===== config.mk =====
export PLATFORM = sky130hd
export DESIGN_NAME = spi_master_gen
export DESIGN_NICKNAME = d
export VERILOG_FILES = /design/src/rtl/spi_master_gen.sv
export SDC_FILE = /design/constraint.sdc
export NUM_CORES = 1
export LEC_CHECK = 0
export ABC_AREA = 1
export BUFFER_PORTS_ARGS = -buffer_cell sky130_fd_sc_hd__buf_2
export CORE_MARGIN = 4
export CORE_UTILIZATION = 52
export CTS_CLUSTER_DIAMETER = 150
export CTS_CLUSTER_SIZE = 12
export DETAILED_ROUTE_END_ITERATION = 12
export GPL_ROUTABILITY_DRIVEN = 0
export PLACE_DENSITY = 0.79
export RECOVER_POWER = 100
export SYNTH_ARGS = -nofsm -noshare
export SYNTH_HDL_FRONTEND = slang
export SYNTH_SLANG_ARGS = --single-unit

===== constraint.sdc =====
create_clock -name clk -period 1.6 [get_ports clk]
set_input_delay 0.24 -clock clk [delete_from_list [all_inputs] [get_ports clk]]
set_output_delay 0.24 -clock clk [all_outputs]
set_load 0.01 [all_outputs]

===== src/rtl/spi_master_gen.sv =====
// Parametrised SPI master: configurable width, SCK divider, CPOL/CPHA, bit order
// and chip selects, with a busy/done handshake and a hold half-period after the last edge.
module spi_master_gen #(
   parameter int DATA_W = 8,
   parameter int DIV_W  = 8,
   parameter int NCS    = 2
) (
   input  logic              clk,
   input  logic              reset_n,
   input  logic              tx_strobe,
   input  logic              rx_strobe,
   input  logic [DATA_W-1:0] din,
   input  logic [NCS-1:0]    cs_mask,
   input  logic [DIV_W-1:0]  clk_div,
   input  logic              cpol,
   input  logic              cpha,
   input  logic              lsb_first,
   output logic [DATA_W-1:0] dout,
   output logic              done,
   output logic              busy,
   output logic              spi_clk,
   input  logic              spi_di,
   output logic              spi_do,
   output logic [NCS-1:0]    spi_cs_n
);

   localparam int HP_W = $clog2(2*DATA_W+1);
   localparam logic [HP_W-1:0] LAST_EDGE_HP = HP_W'(2*DATA_W-1);

   typedef enum logic [1:0] {S_IDLE, S_SHIFT, S_HOLD} state_t;

   state_t              r_state, w_state_nxt;
   logic [DIV_W-1:0]    r_div, r_div_cnt;
   logic [HP_W-1:0]     r_hp;
   logic                r_cpol, r_cpha, r_lsb, r_clk, r_done;
   logic [DATA_W-1:0]   r_tx, r_rx, r_dout;
   logic [NCS-1:0]      r_cs_n;

   logic w_start, w_hp_end, w_edge, w_sample, w_shift, w_finish;

   always_ff @(posedge clk or negedge reset_n) begin
      if (!reset_n) r_state <= S_IDLE;
      else          r_state <= w_state_nxt;
   end

   // r_hp indexes the current half-period from 0; edge k ends half-period k-1,
   // so odd edges are those finishing an even r_hp.
   always_comb begin
      w_state_nxt = r_state;
      w_start     = 1'b0;
      w_hp_end    = (r_div_cnt == r_div);
      w_edge      = 1'b0;
      w_sample    = 1'b0;
      w_shift     = 1'b0;
      w_finish    = 1'b0;
      case (r_state)
         S_IDLE: begin
            w_start = tx_strobe | rx_strobe;
            if (w_start) w_state_nxt = S_SHIFT;
         end
         S_SHIFT: begin
            w_edge = w_hp_end;
            if (r_cpha) begin
               w_sample = w_edge & r_hp[0];
               w_shift  = w_edge & ~r_hp[0] & (r_hp != '0);
            end else begin
               w_sample = w_edge & ~r_hp[0];
               w_shift  = w_edge & r_hp[0] & (r_hp != LAST_EDGE_HP);
            end
            if (w_edge && r_hp == LAST_EDGE_HP) w_state_nxt = S_HOLD;
         end
         S_HOLD: begin
            w_finish = w_hp_end;
            if (w_finish) w_state_nxt = S_IDLE;
         end
         default: w_state_nxt = S_IDLE;
      endcase
   end

   always_ff @(posedge clk or negedge reset_n) begin
      if (!reset_n) begin
         r_div     <= '0;
         r_div_cnt <= '0;
         r_hp      <= '0;
         r_cpol    <= 1'b0;
         r_cpha    <= 1'b0;
         r_lsb     <= 1'b0;
         r_clk     <= 1'b0;
         r_done    <= 1'b0;
         r_tx      <= '1;
         r_rx      <= '1;
         r_dout    <= '0;
         r_cs_n    <= '1;
      end else begin
         r_done <= w_finish;
         if (w_start) begin
            r_div     <= clk_div;
            r_cpol    <= cpol;
            r_cpha    <= cpha;
            r_lsb     <= lsb_first;
            r_cs_n    <= ~cs_mask;
            r_tx      <= tx_strobe ? din : '1;
            r_div_cnt <= '0;
            r_hp      <= '0;
            r_clk     <= cpol;
         end else if (r_state == S_IDLE) begin
            r_clk <= cpol;
         end else begin
            if (w_hp_end) begin
               r_div_cnt <= '0;
               r_hp      <= w_finish ? '0 : r_hp + HP_W'(1);
            end else begin
               r_div_cnt <= r_div_cnt + DIV_W'(1);
            end
            if (w_edge) r_clk <= ~r_clk;
            if (w_sample)
               r_rx <= r_lsb ? {spi_di, r_rx[DATA_W-1:1]} : {r_rx[DATA_W-2:0], spi_di};
            if (w_shift)
               r_tx <= r_lsb ? {1'b1, r_tx[DATA_W-1:1]} : {r_tx[DATA_W-2:0], 1'b1};
            if (w_finish) begin
               r_dout <= r_rx;
               r_cs_n <= '1;
               r_tx   <= '1;
            end
         end
      end
   end

   assign busy     = (r_state != S_IDLE);
   assign done     = r_done;
   assign dout     = r_dout;
   assign spi_clk  = r_clk;
   assign spi_cs_n = r_cs_n;
   assign spi_do   = r_lsb ? r_tx[0] : r_tx[DATA_W-1];

endmodule

## Word-level counts from Yosys, hierarchy flattened

Cells that the tools add are included.

| operators by class | value |
|---|---|
| add/subtract/negate cells | 2 |
| $mul | 0 |
| divide/modulo/power cells | 0 |
| magnitude comparators | 0 |
| equality and inequality tests | 9 |
| shift-type cells | 0 |
| mux-type cells | 32 |
| bitwise logic cells | 10 |
| reductions and logical operators | 14 |

Operator list:

| operator | count |
|---|---|
| $mux W8 | 10 |
| $mux W5 | 4 |
| $mux W2 | 6 |
| $mux W1 | 11 |
| $reduce_and A3 Y1 | 3 |
| $add A8 B1 Y8 const B | 1 |
| $eq A8 B8 Y1 | 1 |
| $ne A2 B2 Y1 const B | 4 |
| $pmux W2 S3 | 1 |
| $reduce_and A2 Y1 | 3 |
| $reduce_bool A2 Y1 | 3 |
| $reduce_bool A3 Y1 | 2 |
| $add A5 B1 Y5 const B | 1 |
| $eq A5 B4 Y1 const B | 1 |
| $ne A5 B4 Y1 const B | 1 |
| $reduce_bool A5 Y1 | 1 |
| $and A1 B1 Y1 | 4 |
| $not A1 Y1 | 4 |
| $eq A2 B1 Y1 const B | 1 |
| $eq A2 B2 Y1 const B | 1 |
| $logic_not A2 Y1 | 1 |
| $not A2 Y2 | 1 |
| $logic_and A1 B1 Y1 | 1 |
| $or A1 B1 Y1 | 1 |

| word-level totals | value |
|---|---|
| flip-flop bits (word level) | 53 |
| latch bits | 0 |
| RAM bits | 0 |
| ROM bits | 0 |
| bits of input ports | 26 |
| output and inout bits | 14 |
| memories kept | 0 |

## Depth between registers and ports, before layout

| logic depth | value |
|---|---|
| word-level depth | 9 |
| gate-level depth with buffers | 12 |

## Worst setup path before layout

No wires, ideal clock.

| path | value |
|---|---|
| kind | register to register |
| from | register r_hp[0] |
| to | register r_tx[1] |
| arrival | 1.497 ns |
| data required time | 1.539 ns |
| setup slack | 0.043 ns |
| cell stages (with the launch flop) | 12 |
| clock period less this slack | 1.557 ns |
| path through | dfrtp_1 > ha_1 > nand2_1 > nor2_1 > ha_1 > nor2_1 > nand4_1 > nand2_1 > nand2_2 > nand2_4 > nand2_1 > nand2_1 |

| on the way | value |
|---|---|
| cells in the longest elaborated chain, start to end | 7 |
| elaborated cells between the ends (all ways) | 11 |
| classes of those cells | 1 x eq/ne; 2 x mux; 5 x bitwise; 3 x reduce/logical |

Ends and longest elaborated chain:

| what | RTL line | text |
|---|---|---|
| start, declared | 34 | `logic [HP_W-1:0] r_hp;` |
| start signal, assigned | 111 | `r_hp <= w_finish ? '0 : r_hp + HP_W'(1);` |
| branches (longest 3 deep; another with $ne A5 B4 Y1) | -- |  |
| $mux W1 (*) | 63 | `if (r_cpha) begin` |
| $mux W1 (*) | 56 | `case (r_state)` |
| $reduce_bool A3 Y1 (no source line) (*) | -- |  |
| $reduce_and A2 Y1 (no source line) (*) | -- |  |
| end signal, assigned | 102 | `r_tx <= tx_strobe ? din : '1;` |
| end signal, assigned | 119 | `r_tx <= r_lsb ? {1'b1, r_tx[DATA_W-1:1]} : {r_tx[DATA_W-2:0], 1'b1};` |
| end, declared | 36 | `logic [DATA_W-1:0] r_tx, r_rx, r_dout;` |

Every way passes the cells marked *.
A chain may end at the register's enable or synchronous reset.

## Worst setup path after layout

| path | value |
|---|---|
| from | register r_hp[1] |
| to | register r_tx[6] |

| on the way | value |
|---|---|
| cells in the longest elaborated chain, start to end | 6 |
| elaborated cells between the ends (all ways) | 8 |
| classes of those cells | 1 x eq/ne; 2 x mux; 2 x bitwise; 3 x reduce/logical |

Ends and longest elaborated chain:

| what | RTL line |
|---|---|
| $ne A5 B4 Y1 or $reduce_bool A5 Y1 (tied branches) | 68, 65 |
| $and A1 B1 Y1 (on tied branches) | 68, 65 |
| $mux W1 (*) | 63 |
| $mux W1 (*) | 56 |
| $reduce_bool A3 Y1 (no source line) (*) | -- |
| $reduce_and A2 Y1 (no source line) (*) | -- |

Mark *: on every way between the ends. The rest lies on a longest branch, timed or not.

==> metrics <==
# DRC 0; Nets 465; Worst Setup SP r_hp[1]$_DFFE_PN0P_; 1st-iter DRT viols 218; H-Tree Depth 2; drt total wl 7.30 mm; clock sink count 53; leakage power 1.83 nW; layout cells sized above 1 34.6%; Sequential Area 0.00135 mm^2; root buf cell clkbuf_8; CTS tree yes; Hold Path Stages 2; Longest Clk Path Bufs 2; Yosys warning count 0; commonest non-fill, non-tap cell in the layout nand2_1; Fillers 395; commonest cells after routing, fill and taps aside nand2_1 (119), dfrtp_1 (35), buf_4 (33), buf_2 (26), inv_1 (24); critical path class flip-flop to flip-flop; Die Ht 82.1 um; Final setup viols 17; Worst Tran Pin Value 1.07 ns; number of global-route vias before repair 2426; hold path startpoint cs_mask[0]; Reg2Reg Depth 11; top achievable clock speed 0.592 GHz; starting density of the core 54.9%; fin cells 506; hpwl dp 4.80 mm; Die Footprint 0.00675 mm^2; crit-path cells ha_2 -> nand2_1 -> nor2_2 -> ha_2 -> nor2_2 -> nand4_1 -> nand2_2 -> buf_4 -> nand2_2 -> nand3_1 -> nand2_1; core box area 0.00520 mm^2; CP max stage cell dfrtp_1; first-pass GRT wire length 11.4 mm; RR Endpoint r_tx[6]$_DFFE_PN1P_; HP Class primary input to flip-flop; clk slew on worst S/H paths 0.10 ns; vias per inst 5.35; Cells after Synth 355; buffers and inverters on the worst path 1; peak supply drop 704 uV; First-pass DRT Iterations 5; wire per inst 14.4 um; outcome complete, but fails checks; Distinct cells, synth 33; Post-DRT Antenna Nets 0; Final Hold Viols 0; violated checks setup timing; synthesized net count 385; crit-path max FO 4; Slew Limit Fails 0; setup ws final -0.0885 ns; startpoint types flip-flop; final clock skew 0.00788 ns; R2R Path Start r_hp[1]$_DFFE_PN0P_; initial antenna violation count 0; gr usage total 21.6%; CP top delay family simple AND/OR/NAND/NOR gates; area grow syn2layout 28.5%; Skew-Pair Late Insertion Delay 0.31 ns; Critical Path Sink Type flip-flop; RSZ-0062 raised after global routing yes; Seq/Total Area, Yosys 47.2%; hold path endpoint spi_cs_n[0]$_DFFE_PN1P_; # rows 26; Max-slew headroom 28.4%; Post-Syn Area 0.00286 mm^2; flop2flop setup slack -0.09 ns; Die X 82.1 um; PwrDens 1320 mW/mm^2; Final Critical Period 1.69 ns; maxcap violations 0; CP Data Required Time 1.85 ns; pre-CTS setup slack -0.0328 ns; largest net degree at the start of global routing 21; CTS Buf Count 5; Crit path largest cell delay 0.41 ns; I/O Buffers 39; final period utilization 106%; number of I/O pins 40; arrival time worst endpoint 1.93 ns; diodes inserted 0; multi-input logic area 0.00142 mm^2; Mean Syn Cell Area 8.05 um^2; global route overflow 0; Seq cells post-synth 53; dpl cells 482; Vias 2708
worst max-delay path by stage:
stage          cells past startpoint                  end
2_1_floorplan                     11  r_tx[1]$_DFFE_PN1P_
3_3_place_gp                      11  r_tx[6]$_DFFE_PN1P_
3_5_place_dp                      11  r_tx[4]$_DFFE_PN1P_
4_1_cts                           10  r_tx[0]$_DFFE_PN1P_
5_1_grt                           10  r_tx[2]$_DFFE_PN1P_
6_report                          11  r_tx[6]$_DFFE_PN1P_
power by group:
part           total [W]  leakage (nW)  internal [W]  switching [W]
Combinational    0.00170          1.14      0.000793       0.000903
Sequential       0.00208         0.623       0.00179       0.000294
Clock            0.00107        0.0681      0.000622       0.000447
Total            0.00484          1.83       0.00320        0.00164
routing by layer:
| layer | routed length [um] | share of wire [%] | track usage (%) | vias to the layer above |
|---|---|---|---|---|
| met4 | 125 | 1.7 | 4.82 | 0 |
| met5 | 0 | 0 | 0 | - |
| met2 | 3470 | 48 | 34.2 | 117 |
| met3 | 504 | 6.9 | 3.47 | 18 |
| li1 | - | - | - | 1303 |
| met1 | 3200 | 44 | 31.4 | 1270 |
kinds of logic (layout without fill, tap and decap cells):
kind of cell	after synthesis	count (layout)	synth area share (%)
compound gates	46	46	10.1
xor+xnor	7	7	2.15
fa+ha+maj	4	4	1.75
buf+inv	45	125	6.96
flops	53	53	47.2
simple gates	200	201	31.8
sequential cells by signal, indices dropped and copies added (netlist names):
signal / cells
r_state: 2
dout: 8
r_tx: 8
r_rx: 8
spi_cs_n: 2
r_hp: 5
done: 1
r_div: 8
r_div_cnt: 8
r_cpha: 1
r_lsb: 1
spi_clk: 1
cell type report:
cell class,count,area share (%)
clock buffer,5,1.87
clock inverter,3,1.77
inverter,35,3.92
multi-input combinational,258,38.7
sequential,53,36.7
tap,70,2.39
timing repair buffer,82,14.7
through the flow:
step                      setup TNS, ns  instance area [um^2]  power, W  hold slack [ns]  util [%]
after floorplan                       0                  2860   0.00297          -0.0556         -
after global placement                0                  3300   0.00342            0.211      63.3
after detailed placement         -0.247                  3300   0.00348            0.216      63.3
after CTS                             0                  3510   0.00466           0.0584      67.4
after global routing              -5.11                  3670   0.00514           0.0533      70.6
final                             -1.04                  3670   0.00484           0.0580      70.6
Yosys cell counts (all sizes together):
library cell / instances / area [um^2]
o21ai: 28 / 163
nor2: 28 / 165
nand3: 14 / 87.6
nand2: 139 / 539
xnor2: 4 / 35.0
dfstp: 18 / 473
inv: 35 / 131
a31oi: 9 / 71.3
o2bb2ai: 1 / 8.76
a21oi: 3 / 15.0
xor2: 3 / 26.3
buf: 6 / 52.5
clkbuf: 4 / 15.0
nor3: 5 / 30.0
nand4: 13 / 81.3
o22ai: 5 / 31.3
dfrtp: 35 / 876
ha: 4 / 50.1
or2: 1 / 6.26
repair_timing:
action | CTS | global route
setup endpoints to repair | 14 | 33
pin swaps | 6 | 19
setup buffers | 6 | 9
hold buffers | 1 | 0
cloned | 1 | 0
endpoints found under the hold margin | 7 | 0
resized for setup | 6 | 44
(Power assumes the default switching activity.)
